===== src/rtl/capture_rle_ctrl.sv =====
// capture_rle_ctrl: logic-analyser capture controller with circular
// pre-trigger region, RLE post-trigger fill and a bookkeeping line.
module capture_rle_ctrl #(
    parameter int DATA_W    = 16,
    parameter int CNT_W     = 8,
    parameter int ADDR_W    = 6,
    parameter int PRE_LINES = 4
) (
    input  logic                      clk_of_verifla,
    input  logic                      rst_l,
    input  logic [DATA_W-1:0]         data_in,
    input  logic                      arm,
    input  logic                      abort,
    input  logic [DATA_W-1:0]         trig_mask,
    input  logic [DATA_W-1:0]         trig_value,
    input  logic                      trig_edge,
    input  logic [ADDR_W-1:0]         rd_addr,
    output logic [CNT_W+DATA_W-1:0]   rd_data,
    output logic                      busy,
    output logic                      triggered,
    output logic                      done
);

    localparam int DEPTH  = 1 << ADDR_W;
    localparam int LINE_W = CNT_W + DATA_W;

    localparam logic [ADDR_W-1:0] PRE_LAST  = ADDR_W'(PRE_LINES - 1);
    localparam logic [ADDR_W-1:0] TRIG_LINE = ADDR_W'(PRE_LINES);
    localparam logic [ADDR_W-1:0] POST_LAST = ADDR_W'(DEPTH - 2);
    localparam logic [ADDR_W-1:0] BOOK_LINE = ADDR_W'(DEPTH - 1);
    localparam logic [CNT_W-1:0]  CNT_ONE   = CNT_W'(1);
    localparam logic [CNT_W-1:0]  CNT_MAX   = '1;

    typedef enum logic [1:0] {
        S_IDLE,
        S_PRE,
        S_POST,
        S_FINAL
    } state_t;

    state_t              state_q, state_d;
    logic [ADDR_W-1:0]   pre_ptr_q, pre_ptr_d;
    logic [ADDR_W-1:0]   post_ptr_q, post_ptr_d;
    logic [ADDR_W-1:0]   last_pre_q, last_pre_d;
    logic                pre_wrapped_q, pre_wrapped_d;
    logic                pre_empty_q, pre_empty_d;
    logic                prev_match_q, prev_match_d;
    logic [DATA_W-1:0]   last_data_q, last_data_d;
    logic [CNT_W-1:0]    last_cnt_q, last_cnt_d;
    logic                busy_q, busy_d;
    logic                triggered_q, triggered_d;
    logic                done_q, done_d;
    logic [LINE_W-1:0]   rd_data_q;

    logic [LINE_W-1:0]   mem [DEPTH];

    logic                we;
    logic [ADDR_W-1:0]   wr_addr;
    logic [LINE_W-1:0]   wr_data;
    logic                match;
    logic                fire;
    logic [ADDR_W-1:0]   post_nxt;
    logic [DATA_W-1:0]   book;

    assign rd_data   = rd_data_q;
    assign busy      = busy_q;
    assign triggered = triggered_q;
    assign done      = done_q;

    // Trigger qualification: mask/value compare, optionally edge-gated
    always_comb begin
        match    = ((data_in ^ trig_value) & trig_mask) == '0;
        fire     = trig_edge ? (match && !prev_match_q) : match;
        post_nxt = post_ptr_q + ADDR_W'(1);
        book     = '0;
        book[ADDR_W+1:0] = {pre_empty_q, pre_wrapped_q, last_pre_q};
    end

    // Next-state, bookkeeping and RAM write-port control
    always_comb begin
        state_d       = state_q;
        pre_ptr_d     = pre_ptr_q;
        post_ptr_d    = post_ptr_q;
        last_pre_d    = last_pre_q;
        pre_wrapped_d = pre_wrapped_q;
        pre_empty_d   = pre_empty_q;
        prev_match_d  = prev_match_q;
        last_data_d   = last_data_q;
        last_cnt_d    = last_cnt_q;
        busy_d        = busy_q;
        triggered_d   = triggered_q;
        done_d        = done_q;
        we            = 1'b0;
        wr_addr       = '0;
        wr_data       = '0;
        unique case (state_q)
            S_IDLE: begin
                if (arm && !abort) begin
                    state_d       = S_PRE;
                    busy_d        = 1'b1;
                    triggered_d   = 1'b0;
                    done_d        = 1'b0;
                    pre_ptr_d     = '0;
                    post_ptr_d    = '0;
                    last_pre_d    = '0;
                    pre_wrapped_d = 1'b0;
                    pre_empty_d   = 1'b1;
                    // Seed with the bus state at arm so an already
                    // matching bus cannot produce an edge trigger.
                    prev_match_d  = match;
                end
            end
            S_PRE: begin
                prev_match_d = match;
                if (abort) begin
                    state_d = S_IDLE;
                    busy_d  = 1'b0;
                end else if (fire) begin
                    we          = 1'b1;
                    wr_addr     = TRIG_LINE;
                    wr_data     = {CNT_ONE, data_in};
                    post_ptr_d  = TRIG_LINE;
                    last_data_d = data_in;
                    last_cnt_d  = CNT_ONE;
                    triggered_d = 1'b1;
                    state_d     = S_POST;
                end else begin
                    we          = 1'b1;
                    wr_addr     = pre_ptr_q;
                    wr_data     = {CNT_ONE, data_in};
                    last_pre_d  = pre_ptr_q;
                    pre_empty_d = 1'b0;
                    if (pre_ptr_q == PRE_LAST) begin
                        pre_ptr_d     = '0;
                        pre_wrapped_d = 1'b1;
                    end else begin
                        pre_ptr_d = pre_ptr_q + ADDR_W'(1);
                    end
                end
            end
            S_POST: begin
                if (abort) begin
                    state_d = S_IDLE;
                    busy_d  = 1'b0;
                end else if (data_in == last_data_q &&
                             last_cnt_q != CNT_MAX) begin
                    we         = 1'b1;
                    wr_addr    = post_ptr_q;
                    wr_data    = {last_cnt_q + CNT_ONE, data_in};
                    last_cnt_d = last_cnt_q + CNT_ONE;
                end else begin
                    we          = 1'b1;
                    wr_addr     = post_nxt;
                    wr_data     = {CNT_ONE, data_in};
                    post_ptr_d  = post_nxt;
                    last_data_d = data_in;
                    last_cnt_d  = CNT_ONE;
                    if (post_nxt == POST_LAST) begin
                        state_d = S_FINAL;
                    end
                end
            end
            S_FINAL: begin
                we      = 1'b1;
                wr_addr = BOOK_LINE;
                wr_data = {{CNT_W{1'b0}}, book};
                busy_d  = 1'b0;
                done_d  = 1'b1;
                state_d = S_IDLE;
            end
            default: begin
                state_d = S_IDLE;
            end
        endcase
    end

    // Control and status registers
    always_ff @(posedge clk_of_verifla or negedge rst_l) begin
        if (!rst_l) begin
            state_q       <= S_IDLE;
            pre_ptr_q     <= '0;
            post_ptr_q    <= '0;
            last_pre_q    <= '0;
            pre_wrapped_q <= 1'b0;
            pre_empty_q   <= 1'b1;
            prev_match_q  <= 1'b0;
            last_data_q   <= '0;
            last_cnt_q    <= '0;
            busy_q        <= 1'b0;
            triggered_q   <= 1'b0;
            done_q        <= 1'b0;
        end else begin
            state_q       <= state_d;
            pre_ptr_q     <= pre_ptr_d;
            post_ptr_q    <= post_ptr_d;
            last_pre_q    <= last_pre_d;
            pre_wrapped_q <= pre_wrapped_d;
            pre_empty_q   <= pre_empty_d;
            prev_match_q  <= prev_match_d;
            last_data_q   <= last_data_d;
            last_cnt_q    <= last_cnt_d;
            busy_q        <= busy_d;
            triggered_q   <= triggered_d;
            done_q        <= done_d;
        end
    end

    // Capture RAM write port; contents survive reset
    always_ff @(posedge clk_of_verifla) begin
        if (we) begin
            mem[wr_addr] <= wr_data;
        end
    end

    // Synchronous read-first readout port
    always_ff @(posedge clk_of_verifla or negedge rst_l) begin
        if (!rst_l) begin
            rd_data_q <= '0;
        end else begin
            rd_data_q <= mem[rd_addr];
        end
    end

endmodule


===== config.mk =====
export PLATFORM = sky130hd
export DESIGN_NAME = capture_rle_ctrl
export DESIGN_NICKNAME = d
export VERILOG_FILES = /design/src/rtl/capture_rle_ctrl.sv
export SDC_FILE = /design/constraint.sdc
export NUM_CORES = 1
export LEC_CHECK = 0
export CAP_MARGIN = 10
export CELL_PAD_IN_SITES_DETAIL_PLACEMENT = 1
export CELL_PAD_IN_SITES_GLOBAL_PLACEMENT = 2
export CORE_MARGIN = 10
export CORE_UTILIZATION = 55
export DETAILED_ROUTE_END_ITERATION = 16
export PLACE_DENSITY = 0.85
export SLEW_MARGIN = 5
export SYNTH_ARGS = -nofsm -noshare
export SYNTH_HDL_FRONTEND = slang
export SYNTH_SLANG_ARGS = --single-unit
export TNS_END_PERCENT = 10

===== constraint.sdc =====
create_clock -name clk_of_verifla -period 9.7 [get_ports clk_of_verifla]
set_clock_uncertainty 0.2 [all_clocks]
set_input_delay 1.455 -clock clk_of_verifla [delete_from_list [all_inputs] [get_ports clk_of_verifla]]
set_output_delay 1.455 -clock clk_of_verifla [all_outputs]
set_load 0.1 [all_outputs]

======== Yosys cells after proc, flatten, opt, wreduce, memory -nomap -nowiden ========
Memories as Yosys holds them, arrays and structs flattened. A register that Yosys moved wholly into a read port is not among the register bits.
Index checks and enable logic that the tools add are counted.
storage, ports and cells
  flip-flop bits (word level) ............. 50
  bits in latches ......................... 0
  RAM bits ................................ 1536
  memory bits (read-only) ................. 0
  input port bits ......................... 59
  output and inout port bits .............. 27
  logic and storage cells ................. 119
  memories kept ........................... 1
cells by class
  add/sub/neg operators ................... 3
  multipliers ............................. 0
  divide/modulo/power cells ............... 0
  $lt $le $gt $ge ......................... 0
  equal/unequal tests ..................... 18
  shift operators ......................... 0
  multiplexer cells ....................... 60
  bitwise operators ....................... 2
  reductions and logical operators ........ 23
memories
  name  depth  bits a word  read ports  clocked after Yosys merged registers in  write ports  line  RTL
  mem   64     24           1           1                                        1            55    logic [LINE_W-1:0] mem [DEPTH];
operator list
  operator                                      number
  2-to-1 mux 6 bit                              13
  case mux 24 bit (3 select lines)              1
  2-to-1 mux 16 bit                             4
  2-to-1 mux 24 bit                             2
  case mux 6 bit (3 select lines)               2
  2-to-1 mux 8 bit                              4
  case mux 16 bit (2 select lines)              1
  case mux 6 bit (2 select lines)               2
  2-to-1 mux 17 bit                             1
  bitwise AND 16 bit                            1
  == test 16 bit                                1
  logical NOT 16 bit                            1
  case mux 8 bit (2 select lines)               1
  AND reduction 4 bit                           4
  bitwise XOR 16 bit                            1
  2-to-1 mux 1 bit                              15
  AND reduction 5 bit                           3
  != test 2 bit (second input constant)         7
  adder 6 x 1 -> 6 bit (second input constant)  2
  2-to-1 mux 2 bit                              6
  case mux 1 bit (2 select lines)               6
  != test 3 bit (second input constant)         3
  adder 8 x 1 -> 8 bit (second input constant)  1
  != test 8 bit (second input constant)         1
  other kinds (14)                              23

======== Depth between registers and ports, before layout ========
Gate-level depths: netlist of the first run.
  word-level depth ........................ 8
  gate-level depth with buffers ........... 12
  gate-level depth less buffers ........... 9

======== Least setup slack after synthesis of the first run ========
OpenSTA, ideal clock, no wires.
  kind .................................... input-to-reg
  from .................................... in data_in[9]
  to ...................................... mem mem[0][22] in the netlist's numbering, data pin
  arrival ................................. 5.641 ns
  setup slack ............................. 2.995 ns
  stages on the path ...................... 4
  buffers on the path ..................... 0
  cell sequence ........................... xor2_1 nor4_4 nand4_4 nor4_1
on the way
  word-level cells in the longest chain between the ends .. 5
RTL lines
  element                           line  RTL
  start: declaration                11    input logic [DATA_W-1:0] data_in,
  == test 16 bit                    145   end else if (data_in == last_data_q &&
  logical AND 1 bit                 145
  2-to-1 mux 24 bit                 145
  2-to-1 mux 24 bit                 142   if (abort) begin
  case mux 24 bit (3 select lines)  96    unique case (state_q)
  net wr_data[22]                   59    logic [LINE_W-1:0] wr_data;
  end: declaration                  55
The timed path passes the listed nets, and every way through them passes these cells.

======== Worst setup path after layout of the first run ========
  from .................................... in data_in[10]
  to ...................................... mem mem[33][2] in the netlist's numbering, enable pin
on the way
  word-level cells in the longest chain between the ends .. 8
  elaborated cells between the ends (all ways) .. 12
  classes of those cells .................. eq/ne: 1; mux: 6; bitwise: 2; reduce/logical: 3
RTL lines
  element                            line  RTL
  bitwise XOR 16 bit                 72    match = ((data_in ^ trig_value) & trig_mask) == '0;
  bitwise AND 16 bit                 72
  logical NOT 16 bit                 72
  logical AND 1 bit                  73    fire = trig_edge ? (match && !prev_match_q) : match;
  2-to-1 mux 1 bit                   73
  2-to-1 mux 6 bit                   118   end else if (fire) begin
  2-to-1 mux 6 bit                   115   if (abort) begin
  case mux 6 bit (3 select lines) *  96
Mark *: on every way between the ends. The rest lies on a longest branch, timed or not.

==> results of run 1 <==
## layer usage
metal	track usage	vias to the layer above
li1	-	11890
met1	0.3508	16360
met2	0.4355	1771
met3	0.05991	355
met4	0.09149	16
met5	0	-
## cell families (layout without fill, tap and decap cells)
kind of cell             Yosys count  in the layout
flip-flops                      1610           1610
multiplexers                     529            529
AND/OR/NAND/NOR                  199            199
buffers and inverters            162            502
AO/OA/AOI/OAI                    117            117
XOR/XNOR                          38             38
adder cells (fa/ha/maj)            9              9
other                              0              1
## metrics by stage
stage | setup WS [ps] | cell area, sq um | power (W) | instances | utilization
3_5_place_dp | 2612 | 66250 | 0.009950 | 4206 | 0.5865
3_3_place_gp | 2818 | 66250 | 0.009851 | 4206 | 0.5865
6_report | 3188 | 71560 | 0.01610 | 4505 | 0.6335
5_1_grt | 3088 | 71550 | 0.01656 | 4504 | 0.6334
2_1_floorplan | 2995 | 62830 | 0.009205 | 2664 | -
4_1_cts | 3327 | 71550 | 0.01617 | 4504 | 0.6334
## final cells by class
type | instances | share of cell area
inverter | 10 | 0.0005246
clock buffer | 208 | 0.06052
antenna | 1 | 0.00003497
multi-input combinational | 892 | 0.2047
tap | 1500 | 0.02623
sequential | 1610 | 0.6705
timing repair buffer | 194 | 0.02404
clock inverter | 90 | 0.01348
## state kept, by name, indices dropped and copies added, names as in the netlist
signal	flops
busy	1
done	1
last_cnt_q	8
last_data_q	16
last_pre_q	6
mem	1536
post_ptr_q	6
pre_empty_q	1
pre_ptr_q	6
pre_wrapped_q	1
prev_match_q	1
rd_data	24
state_q	2
triggered	1
## critical path, stage by stage
cell and delay [ps]:
clkdlybuf4s50_1 500, xor2_1 220, nor4_4 440, and4_1 610, nand3_1 240, a311oi_4 980, nand4_1 1090, nor3_2 780
buf_4 420
## cell usage after synthesis (2+ instances only)
cell / instances / area [sq um]
and4_1: 2 / 17.52
a211o_1: 2 / 17.52
buf_1: 11 / 41.29
nand2_4: 2 / 22.52
nor3_1: 38 / 190.2
nand3_1: 13 / 65.06
and3_1: 9 / 56.30
o21a_1: 3 / 22.52
xnor2_1: 3 / 26.28
nand2_1: 26 / 97.59
nor4_2: 7 / 87.58
a22oi_1: 8 / 60.06
nand4_1: 7 / 43.79
nor2_1: 28 / 105.1
o211ai_1: 5 / 37.54
and2_1: 9 / 56.30
buf_6: 3 / 33.78
nor4_1: 22 / 137.6
nor4_4: 6 / 127.6
o21ai_0: 28 / 140.1
mux2_2: 18 / 202.7
clkbuf_1: 87 / 326.6
mux4_2: 504 / 11350
o31ai_1: 5 / 37.54
or3_1: 3 / 18.77
nand4_4: 3 / 63.81
o21ai_1: 2 / 10.01
o41ai_1: 2 / 17.52
or2_2: 4 / 25.02
ha_1: 9 / 112.6
mux2i_1: 6 / 60.06
inv_1: 10 / 37.54
xor2_1: 35 / 306.5
buf_2: 50 / 250.2
dfrtp_1: 73 / 1827
a211oi_1: 2 / 15.01
nand2b_1: 9 / 56.30
o21bai_1: 3 / 22.52
edfxtp_1: 1536 / 46120
a21oi_1: 18 / 90.09
a21o_1: 2 / 15.01
o22ai_1: 2 / 12.51
nor2b_1: 7 / 43.79
a22o_1: 20 / 175.2
a2bb2oi_1: 2 / 17.52
## worst max path at each step
stage                     start                     to  slack [ps]  depth (start not counted)
finish              data_in[10]   mem[33][2]$_DFFE_PP_        3190                          9
global route        data_in[10]   mem[33][6]$_DFFE_PP_        3090                          9
CTS                 data_in[10]  mem[33][21]$_DFFE_PP_        3330                          9
detailed placement  data_in[10]   mem[33][1]$_DFFE_PP_        2610                          9
global placement    data_in[10]  mem[33][20]$_DFFE_PP_        2820                          9
floorplan            data_in[9]   mem[0][22]$_DFFE_PP_        2990                          4
## report_power, final
| group | internal, W | leakage, nW | total (W) | switching (W) |
|---|---|---|---|---|
| clock network | 0.00364 | 2.59 | 0.00627 | 0.00263 |
| registers | 0.00798 | 14.5 | 0.00807 | 0.0000933 |
| logic | 0.000492 | 4.95 | 0.00176 | 0.00127 |
| total | 0.0121 | 22.0 | 0.0161 | 0.00399 |
==> results_dict.tcl, run 1 <==
set metrics [dict create \
    start_util 0.5562 \
    first_global_vias 32550 \
    area_growth_pct 13.88 \
    grt_max_degree 143 \
    synth_adder_area_share 0.001792 \
    postRouteAntennaNets 0 \
    wl_met2_mm 83.62 \
    drc 0 \
    start_kind "input port" \
    global_route.usage.total 0.2648 \
    synth_ff_type "edfxtp_1" \
    ys_types 65 \
    numCtsBuffers 162 \
    ios 86 \
    p_leak_nw 22.02 \
    synth_xor_area_frac 0.005297 \
    synthSimpleGateAreaFrac 0.01985 \
    cts_resized 0 \
    hold_buffers 0 \
    layout_common_cells "1536 x edfxtp_1, 504 x mux4_2, 165 x clkbuf_16" \
    end_kind "flop" \
    clock.fmax_mhz 153.6 \
    slew_viol_final 0 \
    cts_tree "built" \
    clockBufferDepth 3 \
    r2r_slack_ps 3980 \
    wl_met3_mm 16.02 \
    synth_compound_area_frac 0.01340 \
    worstHoldStart "last_data_q[14]$_DFFE_PN0P_" \
    outcome "completed" \
    via_count 30390 \
    r2r_cells 8 \
    arrival_ps 6750 \
    hold-worst-slack_ps 318.7 \
    wl_met1_mm 60.44 \
    max_cap_viol_count 0 \
    gp_congestion 0.8217 \
    synth_top_family_by_area "multiplexers" \
    finalNetCount 2938 \
    synthesis.instances 2664 \
    setup_viol 0 \
    syn_avg_cell_area_sq_um 23.59 \
    cts_setup_buffers 0 \
    synth_edf_count 1536 \
    period_share 0.6713 \
    clock-sinks 1610 \
    rsz0062_at_grt "false" \
    tns_ps 0 \
    ff_latch_area_sq_um 47980 \
    wl_per_cell_um 36.88 \
    synth_area_sq_um 62830 \
    synth_fp_nets 2732 \
    yosys_warnings 0 \
    ys_async_sr_fraction 0.04596 \
    vias_per_cell 6.745 \
    hold_end "last_data_q[14]$_DFFE_PN0P_" \
    drive_gt1_frac 0.3276 \
    pwr_density_cell_nw_per_um2 225.0 \
    r2r_start "last_data_q[10]$_DFFE_PN0P_" \
    hold_class "flop to flop" \
    synth-seq-cells 1610 \
    die_h_um 358 \
    yosysSeqAreaShare 0.7636 \
    slew_headroom 0.1853 \
    num_rows 123 \
    clkLatencyLatePin_ps 780 \
    overflow 0 \
    die_w_um 358 \
    ir_worst_vdd_mv 0.1882 \
    worstPathMaxFanout 19 \
    worst_pin_slew_ps 1222 \
    clkTransAtPathRegs_ps 60 \
    fill_cells 8946 \
    antenna_found_initial 19 \
    muxShareOfSynthArea 0.1850 \
    period_needed_ps 6512 \
    dieArea_sq_um 128200 \
    dr.pass1.iters 5 \
    io_buffers 85 \
    clock-root-buffer "clkbuf_16" \
    core_area_sq_um 113000 \
    htreeDepth 4 \
    routed.top_layer "met5" \
    multi_input_area_sq_um 14650 \
    worstReg2RegEnd "mem[33][2]$_DFFE_PP_" \
    hpwl_mm 94.30 \
    critPathKind "input port to flop" \
    hold_depth 1 \
    cp.required_ps 9940 \
    drt_wl_total_mm 166.1 \
    layout_commonest_cell "edfxtp_1" \
    drt_iter0_drc 4097 \
    finalHoldViolCount 0 \
    grt_pass1_wl_mm 241.8 \
]
Power figures use the tool's default switching activity.
==> run 2, diff against run 1 <==
CORE_UTILIZATION = 51   (was 55)
PLACE_DENSITY = 0.8   (was 0.85)
clock period = 6.1 ns   (was 9.7 ns; I/O delays follow)
==> results_dict.tcl, run 2 (synthesis gave the netlist of run 1 again) <==
set metrics [dict create \
    outcome "completed" \
    wl_per_cell_um 35.33 \
    drt_wl_total_mm 164.7 \
    hpwl_mm 101.2 \
    cts_setup_buffers 0 \
    cp_common_cell "nor4_2" \
    max_stage_delay_ps 640 \
    clkLatencyLatePin_ps 770 \
    via_count 30120 \
    tns_ps 0 \
    cp.required_ps 6300 \
    clock-sinks 1610 \
    io_buffers 85 \
    setup_viol 0 \
    grt_pass1_wl_mm 238.6 \
    end_kind "flop" \
    drc 0 \
    layout_commonest_cell "edfxtp_1" \
    arrival_ps 4830 \
    clockBufferDepth 3 \
    path_cells "clkdlybuf4s50_1 > xor2_1 > a22oi_1 > nand4_1 > nor4_2 > a21bo_1 > a211o_4 > nor4_2 > buf_4" \
    die_h_um 371.0 \
    period_needed_ps 4633 \
    rsz0062_at_grt "false" \
    ios 86 \
    worst_pin_slew_ps 1267 \
    p_leak_nw 22.17 \
    clock-root-buffer "clkbuf_16" \
    multi_input_area_sq_um 14670 \
    fill_cells 10030 \
    numCtsBuffers 160 \
    ir_worst_vdd_mv 0.2624 \
    overflow 0 \
    layout_common_cells "1536 x edfxtp_1, 504 x mux4_2, 168 x clkbuf_16" \
    worstPathMaxFanout 24 \
    dr.pass1.iters 5 \
    dieArea_sq_um 137600 \
    grt_max_degree 81 \
    gp_congestion 0.8220 \
    clock.fmax_mhz 215.9 \
    num_rows 128 \
    antenna_found_initial 25 \
    die_w_um 371.0 \
    slew_headroom 0.1554 \
    path_buf_inv 2 \
    start_util 0.5149 \
    area_growth_pct 14.51 \
    crit_family "simple AND/OR/NAND/NOR gates" \
    htreeDepth 4 \
    cts_tree "built" \
    max_cap_viol_count 0 \
    drt_iter0_drc 3923 \
    vias_per_cell 6.461 \
    drive_gt1_frac 0.3312 \
    hold_class "flop to flop" \
    global_route.usage.total 0.2430 \
    finalNetCount 2970 \
    period_share 0.7595 \
    regMostFlops "mem" \
    start_kind "input port" \
    core_area_sq_um 122000 \
    ff_latch_area_sq_um 47980 \
    fin_util 0.5896 \
    finalHoldViolCount 0 \
    critPathKind "input port to flop" \
    clkTransAtPathRegs_ps 60 \
    postRouteAntennaNets 0 \
    first_global_vias 31950 \
    largest_reg_flops 1536 \
    pwr_density_cell_nw_per_um2 351.5 \
    slew_viol_final 0 \
    crit_path_top_delay_cell "nor4_2" \
]
run 2: per-stage QoR:
step	power, W	instance area (sq um)	setup WS (ps)	instances	hold slack (ps)
after floorplan	0.01464	62840	425.9	2664	273.9
after global placement	0.01580	66840	962.1	4364	299.0
after detailed placement	0.01595	66840	871.5	4364	311.2
after CTS	0.02543	71930	1558	4659	322.3
after global routing	0.02608	71950	1326	4660	330.9
final	0.02529	71950	1467	4662	318.4
run 2: per-layer routing:
metal,wire length [um],track usage,share of wire,vias up
li1,-,-,-,11960
met1,62900,0.3359,0.38,16250
met2,80000,0.3850,0.49,1615
met3,16320,0.05561,0.099,289
met4,5328,0.07987,0.032,18
met5,158,0,0.00096,-
run 2: worst min-delay path, delay by kind of cell (launching register included):
| kind | cells | cell delay (ps) |
|---|---|---|
| AND/OR/NAND/NOR | 1 | 60 |
| AO/OA/AOI/OAI | 1 | 50 |
| flip-flops | 1 | 370 |
run 2: final timing paths:
kind | to | slack, ps | depth (start not counted) | start
max | mem[13][8]$_DFFE_PP_ | 1470 | 9 | data_in[4]
min | last_cnt_q[1]$_DFFE_PN0P_ | 320 | 2 | last_cnt_q[1]$_DFFE_PN0P_
max reg2reg | mem[13][8]$_DFFE_PP_ | 1540 | 9 | state_q[0]$_DFFE_PN0P_
min reg2reg | last_cnt_q[1]$_DFFE_PN0P_ | 320 | 2 | last_cnt_q[1]$_DFFE_PN0P_
max in group asynchronous | rd_data[4]$_DFF_PN0_ | 4010 | 3 | rst_l
min in group asynchronous | last_data_q[6]$_DFFE_PN0P_ | 450 | 2 | rst_l
run 2: layout make-up:
| class | instances | area share |
|---|---|---|
| Antenna cell | 3 | 0.0001043 |
| Clock buffer | 216 | 0.06218 |
| Clock inverter | 78 | 0.008521 |
| Inverter | 10 | 0.0005217 |
| Multi-Input combinational cell | 892 | 0.2039 |
| Sequential cell | 1610 | 0.6668 |
| Tap cell | 1625 | 0.02826 |
| Timing Repair Buffer | 228 | 0.02975 |
run 2: power by group:
part           internal [W]  total, W  switching [W]
Sequential           0.0127    0.0128       0.000136
Clock               0.00552   0.00956        0.00404
Combinational      0.000811   0.00292        0.00211
run 2: timing repair:
| action | CTS | global route |
|---|---|---|
| endpoints found under the setup margin | 0 | 0 |
| endpoints found under the hold margin | 31 | 0 |
| gates resized for setup | 0 | 0 |
| hold buffers | 1 | 0 |
